[src/rtl/mem_port_arbiter_pkg.sv]
// Shared types for the memory port arbiter: FSM state encodings, owner codes
// and the IDLE-state arbitration rule.
package mem_port_arbiter_pkg;

  typedef enum logic [1:0] {
    ARB_IDLE    = 2'd0,
    ARB_WAIT_IF = 2'd1,
    ARB_WAIT_DM = 2'd2
  } arb_state_e;

  typedef enum logic {
    OWN_IF = 1'b0,
    OWN_DM = 1'b1
  } arb_owner_e;

  // Data side wins contention unless fetch has been starved long enough.
  function automatic arb_owner_e pick_owner(input logic if_req,
                                            input logic dm_req,
                                            input logic starve_sat);
    if (if_req && (!dm_req || starve_sat)) return OWN_IF;
    return OWN_DM;
  endfunction

endpackage

[src/rtl/mem_port_arbiter_starve_counter.sv]
// Saturating count of consecutive arbitrations fetch has lost to the data side.
// sat flags that fetch is owed the next contended grant.
module arb_starve_counter #(
  parameter int unsigned STARVE_MAX = 4
) (
  input  logic clk,
  input  logic rst,
  input  logic inc,
  input  logic clr,
  output logic sat
);

  localparam int unsigned CNT_W = $clog2(STARVE_MAX + 1);
  localparam logic [CNT_W-1:0] CNT_MAX = CNT_W'(STARVE_MAX);

  logic [CNT_W-1:0] cnt;

  // NOTE: state registers use non-blocking assignments so every flop samples
  // pre-edge values regardless of block ordering.
  always_ff @(posedge clk or posedge rst) begin
    if (rst) begin
      cnt <= '0;
    end else if (clr) begin
      cnt <= '0;
    end else if (inc && !sat) begin
      cnt <= cnt + 1'b1;
    end
  end

  assign sat = (cnt == CNT_MAX);

endmodule

[src/rtl/mem_port_arbiter.sv]
// Shares one memory port between instruction fetch and data access, one
// transaction in flight, data priority with bounded fetch starvation.
module mem_port_arbiter
  import mem_port_arbiter_pkg::*;
#(
  parameter int unsigned ADDR_W     = 32,
  parameter int unsigned DATA_W     = 32,
  parameter int unsigned STARVE_MAX = 4
) (
  input  logic                clk,
  input  logic                rst,
  input  logic                pipe_flush,
  input  logic                if_req,
  input  logic [ADDR_W-1:0]   if_addr,
  output logic                if_gnt,
  output logic                if_rvalid,
  output logic [DATA_W-1:0]   if_rdata,
  input  logic                dm_req,
  input  logic                dm_we,
  input  logic [ADDR_W-1:0]   dm_addr,
  input  logic [DATA_W-1:0]   dm_wdata,
  input  logic [DATA_W/8-1:0] dm_wstrb,
  output logic                dm_gnt,
  output logic                dm_rvalid,
  output logic [DATA_W-1:0]   dm_rdata,
  output logic                mem_req,
  output logic                mem_we,
  output logic [ADDR_W-1:0]   mem_addr,
  output logic [DATA_W-1:0]   mem_wdata,
  output logic [DATA_W/8-1:0] mem_wstrb,
  input  logic                mem_ready,
  input  logic                mem_rvalid,
  input  logic [DATA_W-1:0]   mem_rdata
);

  arb_state_e state, state_n;
  logic       drop, drop_n;
  logic       starve_sat;
  arb_owner_e winner;

  arb_starve_counter #(.STARVE_MAX(STARVE_MAX)) u_starve (
    .clk (clk),
    .rst (rst),
    .inc (dm_gnt && if_req),
    .clr (if_gnt),
    .sat (starve_sat)
  );

  assign winner = pick_owner(if_req, dm_req, starve_sat);

  always_ff @(posedge clk or posedge rst) begin
    if (rst) begin
      state <= ARB_IDLE;
      drop  <= 1'b0;
    end else begin
      state <= state_n;
      drop  <= drop_n;
    end
  end

  // NOTE: every output and next-state value gets a default before the case so
  // no path through this block can infer a latch.
  always_comb begin
    state_n   = state;
    drop_n    = drop;
    if_gnt    = 1'b0;
    if_rvalid = 1'b0;
    if_rdata  = '0;
    dm_gnt    = 1'b0;
    dm_rvalid = 1'b0;
    dm_rdata  = '0;
    mem_req   = 1'b0;
    mem_we    = 1'b0;
    mem_addr  = '0;
    mem_wdata = '0;
    mem_wstrb = '0;

    // The issue path is combinational, so hold the bus quiet while in reset.
    if (!rst) begin
      unique case (state)
        ARB_IDLE: begin
          if (if_req || dm_req) begin
            mem_req = 1'b1;
            if (winner == OWN_IF) begin
              mem_addr = if_addr;
              if (mem_ready) begin
                if_gnt  = 1'b1;
                state_n = ARB_WAIT_IF;
                drop_n  = pipe_flush;
              end
            end else begin
              mem_we    = dm_we;
              mem_addr  = dm_addr;
              mem_wdata = dm_wdata;
              mem_wstrb = dm_we ? dm_wstrb : '0;
              if (mem_ready) begin
                dm_gnt  = 1'b1;
                state_n = ARB_WAIT_DM;
              end
            end
          end
        end

        ARB_WAIT_IF: begin
          if (mem_rvalid) begin
            // A flush arriving with the response still makes it stale.
            if_rvalid = !(drop || pipe_flush);
            if_rdata  = if_rvalid ? mem_rdata : '0;
            drop_n    = 1'b0;
            state_n   = ARB_IDLE;
          end else if (pipe_flush) begin
            drop_n = 1'b1;
          end
        end

        ARB_WAIT_DM: begin
          if (mem_rvalid) begin
            dm_rvalid = 1'b1;
            dm_rdata  = mem_rdata;
            state_n   = ARB_IDLE;
          end
        end

        default: state_n = ARB_IDLE;
      endcase
    end
  end

endmodule

[config.mk]
export PLATFORM = sky130hd
export DESIGN_NAME = mem_port_arbiter
export DESIGN_NICKNAME = d
export VERILOG_FILES = /design/src/rtl/mem_port_arbiter_pkg.sv /design/src/rtl/mem_port_arbiter_starve_counter.sv /design/src/rtl/mem_port_arbiter.sv
export SDC_FILE = /design/constraint.sdc
export NUM_CORES = 1
export LEC_CHECK = 0
export ABC_AREA = 1
export BUFFER_PORTS_ARGS = -buffer_cell sky130_fd_sc_hd__buf_2
export CAP_MARGIN = 25
export CORE_AREA = 2 2 108 110
export CTS_CLUSTER_SIZE = 16
export DETAILED_ROUTE_END_ITERATION = 8
export DIE_AREA = 0 0 110 112
export GPL_TIMING_DRIVEN = 0
export HOLD_SLACK_MARGIN = 0.15
export PLACE_DENSITY = 0.56
export RECOVER_POWER = 50
export SLEW_MARGIN = 25
export SYNTH_ARGS = -nofsm -noshare
export SYNTH_HDL_FRONTEND = slang
export SYNTH_SLANG_ARGS = --single-unit
[constraint.sdc]
create_clock -name clk -period 1.3 [get_ports clk]
set_input_delay 0.065 -clock clk [delete_from_list [all_inputs] [get_ports clk]]
set_output_delay 0.065 -clock clk [all_outputs]
set_load 0.03 [all_outputs]
==> flow_summary.json, run 1 <==
{
  "mostFrequentLayoutCells": "buf_2, buf_6, nor2_4",
  "netlist_instances": 356,
  "final_common_cell": "buf_2",
  "cp_max_fo": 6,
  "tns_ns": -60.21,
  "clkTransAtPathRegs_ns": 0.03,
  "slowest_stage": "dfrtp_1",
  "cap_viol_max_count": 0,
  "leakage_nw": 2.85,
  "cp_common_cell": "nand2_4",
  "critPathArrivalTime_ns": 1.76,
  "io_pins": 278,
  "grt_antenna_before_repair": 0,
  "slowest_delay_ns": 0.38,
  "nets": 818,
  "remaining_drc_errors": 0,
  "htreeDepth": 1,
  "synthFlopType": "dfrtp_1",
  "cp-startpoint": "u_starve.cnt[1]$_DFFE_PP0P_",
  "area_growth_pct": 262,
  "rsz0062_at_grt": "true",
  "regArea_um2": 150,
  "cts_tree": "yes",
  "whs_ns": 0.251,
  "cts_buffers": 3,
  "hold_path_class": "in2reg",
  "root_buffer": "clkbuf_16",
  "yosysWarnings": 0,
  "synth-async-reset-ratio": 1.00,
  "clk_path_buf_depth": 2,
  "diodes": 0,
  "rr_endpoint": "u_starve.cnt[2]$_DFFE_PP0P_",
  "post-route-min-period_ns": 1.83,
  "clock_sinks": 6,
  "crit-reg2reg-launch": "state[0]$_DFFE_PP0P_",
  "r2r_setup_slack_ns": -0.13,
  "swShare": 0.511,
  "die_h_um": 112,
  "syn_nets": 501,
  "holdPathStages": 5,
  "grt_pass1_wl_mm": 15.8,
  "violations": "setup timing",
  "achievable-frequency_ghz": 0.548,
  "grt_overflow_total": 0,
  "hold_viol": 0,
  "p_total_mw": 6.58,
  "worstSetupStartpointType": "flop",
  "endpoint": "mem_addr[2]",
  "wire_per_inst_um": 13.7,
  "internal_power_mw": 3.22,
  "first_pass_iters": 4,
  "crit_chain": "inv_2 -> ha_4 -> nand2_4 -> nand2_4 -> nand2_8 -> buf_12 -> buf_16 -> o21ai_0 -> nor2_2 -> buf_6",
  "cp-end-kind": "output pin",
  "antenna_left": 0,
  "track_usage": 0.159,
  "synth.distinct_cells": 18,
  "pwr-share-comb": 0.870,
  "die_w_um": 110,
  "p_per_area_nw_per_um2": 1120,
  "fp-row-count": 39,
  "cp.required_ns": 1.24,
  "avgSynthCellArea_um2": 4.54,
  "worst_slack_ns": -0.526,
  "clock_latency_ns": 0.23,
  "coreArea_um2": 11200,
  "grt_max_degree": 11,
  "seq_power_share": 0.052,
  "dp_hpwl_mm": 8.33,
  "crit_type": "reg2out",
  "switching_power_mw": 3.36,
  "maxSlewViolCount": 0,
  "grt_pass1_vias": 3424,
  "synth_edf_count": 0,
  "initial_utilization": 0.145,
  "synth_sequential_area_ratio": 0.0929,
  "r2r_cells": 8,
  "drt_iter0_markers": 121,
  "setup_viol": 143,
  "p_clk_frac": 0.078,
  "fillCellCount": 1002,
  "timing.final.crit_share": 1.40,
  "relSlewSlack": 0.782,
  "synth_area_um2": 1620,
  "multiInputGateArea_um2": 2240,
  "status": "finished with violations",
  "post-place-ws_ns": -0.631,
  "dieArea_um2": 12300,
  "drive_above_1_share": 0.776,
  "gp_congestion": 0.878,
  "io_buffer_count": 277,
  "irDropWorstVdd_mv": 0.621,
  "ys_seq_elements": 6,
  "routed_wirelength_mm": 11.1,
  "skew_ns": 0.000687,
  "fin_util": 0.524,
  "dr_total_vias": 3478,
  "via_per_inst": 4.27,
  "tightestPinTransition_ns": 0.326
}
[cells in the mapped netlist (2+ instances only)]
library cell | count | area share
buf_2 | 11 | 0.034
buf_4 | 2 | 0.0093
clkbuf_1 | 9 | 0.021
dfrtp_1 | 6 | 0.093
ha_1 | 5 | 0.039
inv_1 | 50 | 0.12
inv_2 | 2 | 0.0046
nand2_1 | 46 | 0.11
nand3_1 | 10 | 0.031
nor2_1 | 170 | 0.39
nor3_1 | 2 | 0.0062
o21ai_0 | 37 | 0.11
[sequential cells by signal, indices dropped and copies added (netlist names)]
register	cells
drop	1
state	2
u_starve.cnt	3
[per-stage QoR]
step	instance area [um^2]	cells
after detailed placement	4030	776
after global routing	5860	814
final	5860	814
after CTS	5480	800
after global placement	4030	776
after floorplan	2460	356
[power by group through the flow]
stage | combinational [mW] | clock (mW) | sequential, mW
after floorplan | 2.77 | 0 | 0.322
after global routing | 6.09 | 0.531 | 0.350
after detailed placement | 3.73 | 0 | 0.338
final | 5.73 | 0.513 | 0.341
after global placement | 3.68 | 0 | 0.331
after CTS | 5.17 | 0.517 | 0.333
[routing by layer]
layer | up-vias | GRT usage | part of all wire
li1 | 1698 | - | -
met3 | 12 | 0.0252 | 0.084
met4 | 0 | 0.0270 | 0.014
met2 | 193 | 0.343 | 0.58
met1 | 1575 | 0.149 | 0.32
met5 | - | 0 | 0
[how the worst min path moves through the flow]
| stage | start | endpoint | slack, ns |
|---|---|---|---|
| floorplan | rst | drop$_DFFE_PP0P_ | -0.12 |
| global placement | rst | u_starve.cnt[2]$_DFFE_PP0P_ | 0.07 |
| detailed placement | rst | u_starve.cnt[1]$_DFFE_PP0P_ | 0.09 |
| CTS | if_req | u_starve.cnt[2]$_DFFE_PP0P_ | 0.18 |
| global route | pipe_flush | drop$_DFFE_PP0P_ | 0.27 |
| finish | pipe_flush | drop$_DFFE_PP0P_ | 0.25 |
[worst max-delay path: cells and delay by family, from the launching register on]
family          cells  cell delay (ns)
simple gates        4             0.30
flops               1             0.38
compound gates      1             0.20
buf+inv             4             0.50
fa+ha+maj           1             0.14
[cell type report]
cell class | instances | area share
inverters | 53 | 0.0389
plain buffers | 22 | 0.0694
flip-flops and latches | 6 | 0.0256
well taps | 143 | 0.0305
multi-input cells | 275 | 0.382
repair buffers | 312 | 0.441
clock buffers | 3 | 0.0128
[logic make-up (layout without fill, tap and decap cells)]
family          count (synthesis)  in the layout  share of synthesized area
compound gates                 38             38                      0.119
fa+ha+maj                       5              5                     0.0387
xor+xnor                        1              1                    0.00542
flops                           6              6                     0.0929
simple gates                  231            231                      0.557
buf+inv                        75            390                      0.187
[timing repair]
action,CTS,global route
buffers inserted,13,11
setup endpoints to repair,142,144
endpoints found under the hold margin,7,0
hold buffers,2,0
cloned,6,5
resized for setup,343,74
pin swaps,8,16
(Power assumes the default switching activity.)
==> run 2, diff against run 1 <==
--- a/config.mk
+++ b/config.mk
@@ -14,9 +14,11 @@
 export DIE_AREA = 0 0 110 112
 export GPL_TIMING_DRIVEN = 0
 export HOLD_SLACK_MARGIN = 0.15
-export PLACE_DENSITY = 0.56
+export MAX_ROUTING_LAYER = met4
+export PLACE_DENSITY = 0.57
 export RECOVER_POWER = 50
 export SLEW_MARGIN = 25
 export SYNTH_ARGS = -nofsm -noshare
 export SYNTH_HDL_FRONTEND = slang
+export SYNTH_HIERARCHICAL = 1
 export SYNTH_SLANG_ARGS = --single-unit
==> flow_summary.json, run 2 <==
{
  "setup_viol": 144,
  "p_total_mw": 7.35,
  "holdPathStages": 5,
  "io_buffer_count": 277,
  "via_per_inst": 4.38,
  "synth-async-reset-ratio": 1.00,
  "dieArea_um2": 12300,
  "yosys.cell_count.top_type": "nor2_1",
  "p_per_area_nw_per_um2": 1090,
  "initial_utilization": 0.149,
  "io_pins": 278,
  "hold_viol": 0,
  "internal_power_mw": 3.71,
  "seq_power_share": 0.045,
  "root_buffer": "clkbuf_16",
  "ys_seq_elements": 6,
  "track_usage": 0.209,
  "pwr-share-comb": 0.888,
  "grt_max_degree": 11,
  "fillCellCount": 830,
  "tns_ns": -68.82,
  "irDropWorstVdd_mv": 0.707,
  "largestRegisters": "u_starve/cnt (3), state (2), drop (1)",
  "rr_endpoint": "u_starve/cnt[2]$_DFFE_PP0P_",
  "mostFrequentLayoutCells": "buf_6, buf_2, nor2_4",
  "critPathArrivalTime_ns": 1.84,
  "clock_sinks": 6,
  "hold_path_class": "in2reg",
  "cts_tree": "yes",
  "gp_congestion": 0.896,
  "routed_wirelength_mm": 14.1,
  "fin_area_um2": 6770,
  "yosys.area.top_type": "nor2_1",
  "cap_viol_max_count": 0,
  "status": "finished with violations",
  "die_h_um": 112,
  "p_clk_frac": 0.066,
  "multiInputGateArea_um2": 2710,
  "synth.distinct_cells": 19,
  "clk_path_buf_depth": 2,
  "drt_iter0_markers": 126,
  "swShare": 0.495,
  "r2r_cells": 16,
  "worstSetupStartpointType": "flop",
  "cp-end-kind": "output pin",
  "violations": "setup timing",
  "drive_above_1_share": 0.831,
  "clkTransAtPathRegs_ns": 0.03,
  "coreArea_um2": 11200,
  "htreeDepth": 1,
  "dpl_cell_area_um2": 4360,
  "synth_sequential_area_ratio": 0.0901,
  "yosysWarnings": 6,
  "cp_max_fo": 10,
  "rsz0062_at_grt": "true",
  "avgSynthCellArea_um2": 4.52,
  "dr_total_vias": 3700,
  "first_pass_iters": 4,
  "tightestPinTransition_ns": 0.480,
  "regArea_um2": 151,
  "crit_type": "reg2out",
  "synth_top_area_share": 0.387,
  "nets": 846,
  "post-route-min-period_ns": 1.91,
  "cp.required_ns": 1.24,
  "area_growth_pct": 306,
  "cts_buffers": 3,
  "synth_edf_count": 0,
  "synth_area_um2": 1670,
  "dp_hpwl_mm": 9.28,
  "antenna_left": 0,
  "die_w_um": 110,
  "grt_pass1_wl_mm": 19.3,
  "worst_slack_ns": -0.610,
  "netlist_instances": 369,
  "syn_nets": 514,
  "hold_path_end": "drop$_DFFE_PP0P_",
  "grt_antenna_before_repair": 3,
  "synthTopCellsByCount": "nor2_1, nand2_1, inv_1",
  "grt_pass1_vias": 3742,
  "skew_ns": 0.00188,
  "synthFlopType": "dfrtp_1",
  "r2r_setup_slack_ns": -0.53,
  "remaining_drc_errors": 0,
  "regMostFlops": "u_starve/cnt",
  "crit-reg2reg-launch": "u_starve/cnt[0]$_DFFE_PP0P_",
  "largest_reg_flops": 3,
  "relSlewSlack": 0.679,
  "final_common_cell": "buf_6",
  "leakage_nw": 3.13,
  "hp-start": "rst",
  "clock_latency_ns": 0.22,
  "synth_area_leaders": "nor2_1, nand2_1, inv_1",
  "fp-row-count": 39,
  "grt_overflow_total": 0,
  "switching_power_mw": 3.64,
  "fin_util": 0.606,
  "maxSlewViolCount": 0,
  "wire_per_inst_um": 16.6,
  "timing.final.crit_share": 1.47,
  "achievable-frequency_ghz": 0.524
}
run 2: cell types whose count changed in the layout (fill, tap and decap cells not counted), moves of 13 or more:
cell,change
nand2_4,+13
buf_4,-33
nor2_4,+23
nand2_2,+20
o21ai_4,+18
nand2_1,-24
buf_6,+40
nor2_2,-21
run 2: timing repair:
action                                  CTS  global route
gates cloned                             12             6
pin swaps                                37            38
endpoints found under the setup margin  144           144
gates resized for setup                 442            71
hold buffers                              2             0
hold endpoints to repair                  6             0
setup buffers                            27            11
run 2: final cells by class:
type | count | area share
Antenna cell | 3 | 0.00111
Buffer | 19 | 0.0562
Timing Repair Buffer | 330 | 0.448
Tap cell | 143 | 0.0264
Inverter | 56 | 0.0355
Sequential cell | 6 | 0.0224
Multi-Input combinational cell | 285 | 0.400
Clock buffer | 3 | 0.0111
run 2: worst max-delay path by stage:
stage,start,to,slack [ns]
2_1_floorplan,u_starve/cnt[0]$_DFFE_PP0P_,u_starve/cnt[2]$_DFFE_PP0P_,-0.64
3_3_place_gp,state[0]$_DFFE_PP0P_,mem_wstrb[3],-0.91
3_5_place_dp,state[0]$_DFFE_PP0P_,mem_wstrb[3],-0.94
4_1_cts,u_starve/cnt[0]$_DFFE_PP0P_,mem_addr[18],-0.58
5_1_grt,state[1]$_DFFE_PP0P_,mem_addr[27],-0.70
6_report,state[0]$_DFFE_PP0P_,mem_addr[30],-0.61
run 2: worst max-delay path: stages (launching register included):
cell and delay [ns]:
dfrtp_2 0.42, inv_4 0.07, ha_4 0.15, inv_4 0.04, nor3_4 0.21, buf_6 0.20, buf_12 0.16, o21ai_2 0.07
nor2_2 0.14, buf_6 0.15
run 2: per-layer routing:
| metal | GRT usage | share of wire | routed length [um] | vias up |
|---|---|---|---|---|
| li1 | - | - | - | 1768 |
| met1 | 0.195 | 0.32 | 4510 | 1702 |
| met2 | 0.429 | 0.57 | 8030 | 200 |
| met3 | 0.0322 | 0.076 | 1070 | 30 |
| met4 | 0.0439 | 0.033 | 458 | 0 |
| met5 | - | 0 | 0 | - |
run 2: power groups by stage:
| stage | clock network [mW] | logic [mW] | registers [mW] |
|---|---|---|---|
| after global routing | 0.518 | 6.85 | 0.337 |
| after floorplan | 0 | 2.98 | 0.324 |
| after global placement | 0 | 3.90 | 0.333 |
| final | 0.488 | 6.53 | 0.332 |
| after CTS | 0.498 | 5.90 | 0.330 |
| after detailed placement | 0 | 3.93 | 0.343 |
run 2: cells by family (layout without fill, tap and decap cells):
| group | Yosys count | in the layout | synth area share |
|---|---|---|---|
| AND/OR/NAND/NOR | 242 | 242 | 0.567 |
| flip-flops | 6 | 6 | 0.0901 |
| adder cells (fa/ha/maj) | 5 | 5 | 0.0375 |
| AO/OA/AOI/OAI | 38 | 38 | 0.114 |
| other | 0 | 3 | 0 |
| buffers and inverters | 78 | 408 | 0.191 |
run 2: metrics by stage:
step	cells	setup slack [ns]	hold slack (ns)
floorplan	369	-0.641	-0.181
global placement	789	-0.908	0.00809
detailed placement	789	-0.937	0.00954
CTS	833	-0.583	0.261
global route	845	-0.698	0.275
finish	845	-0.610	0.260
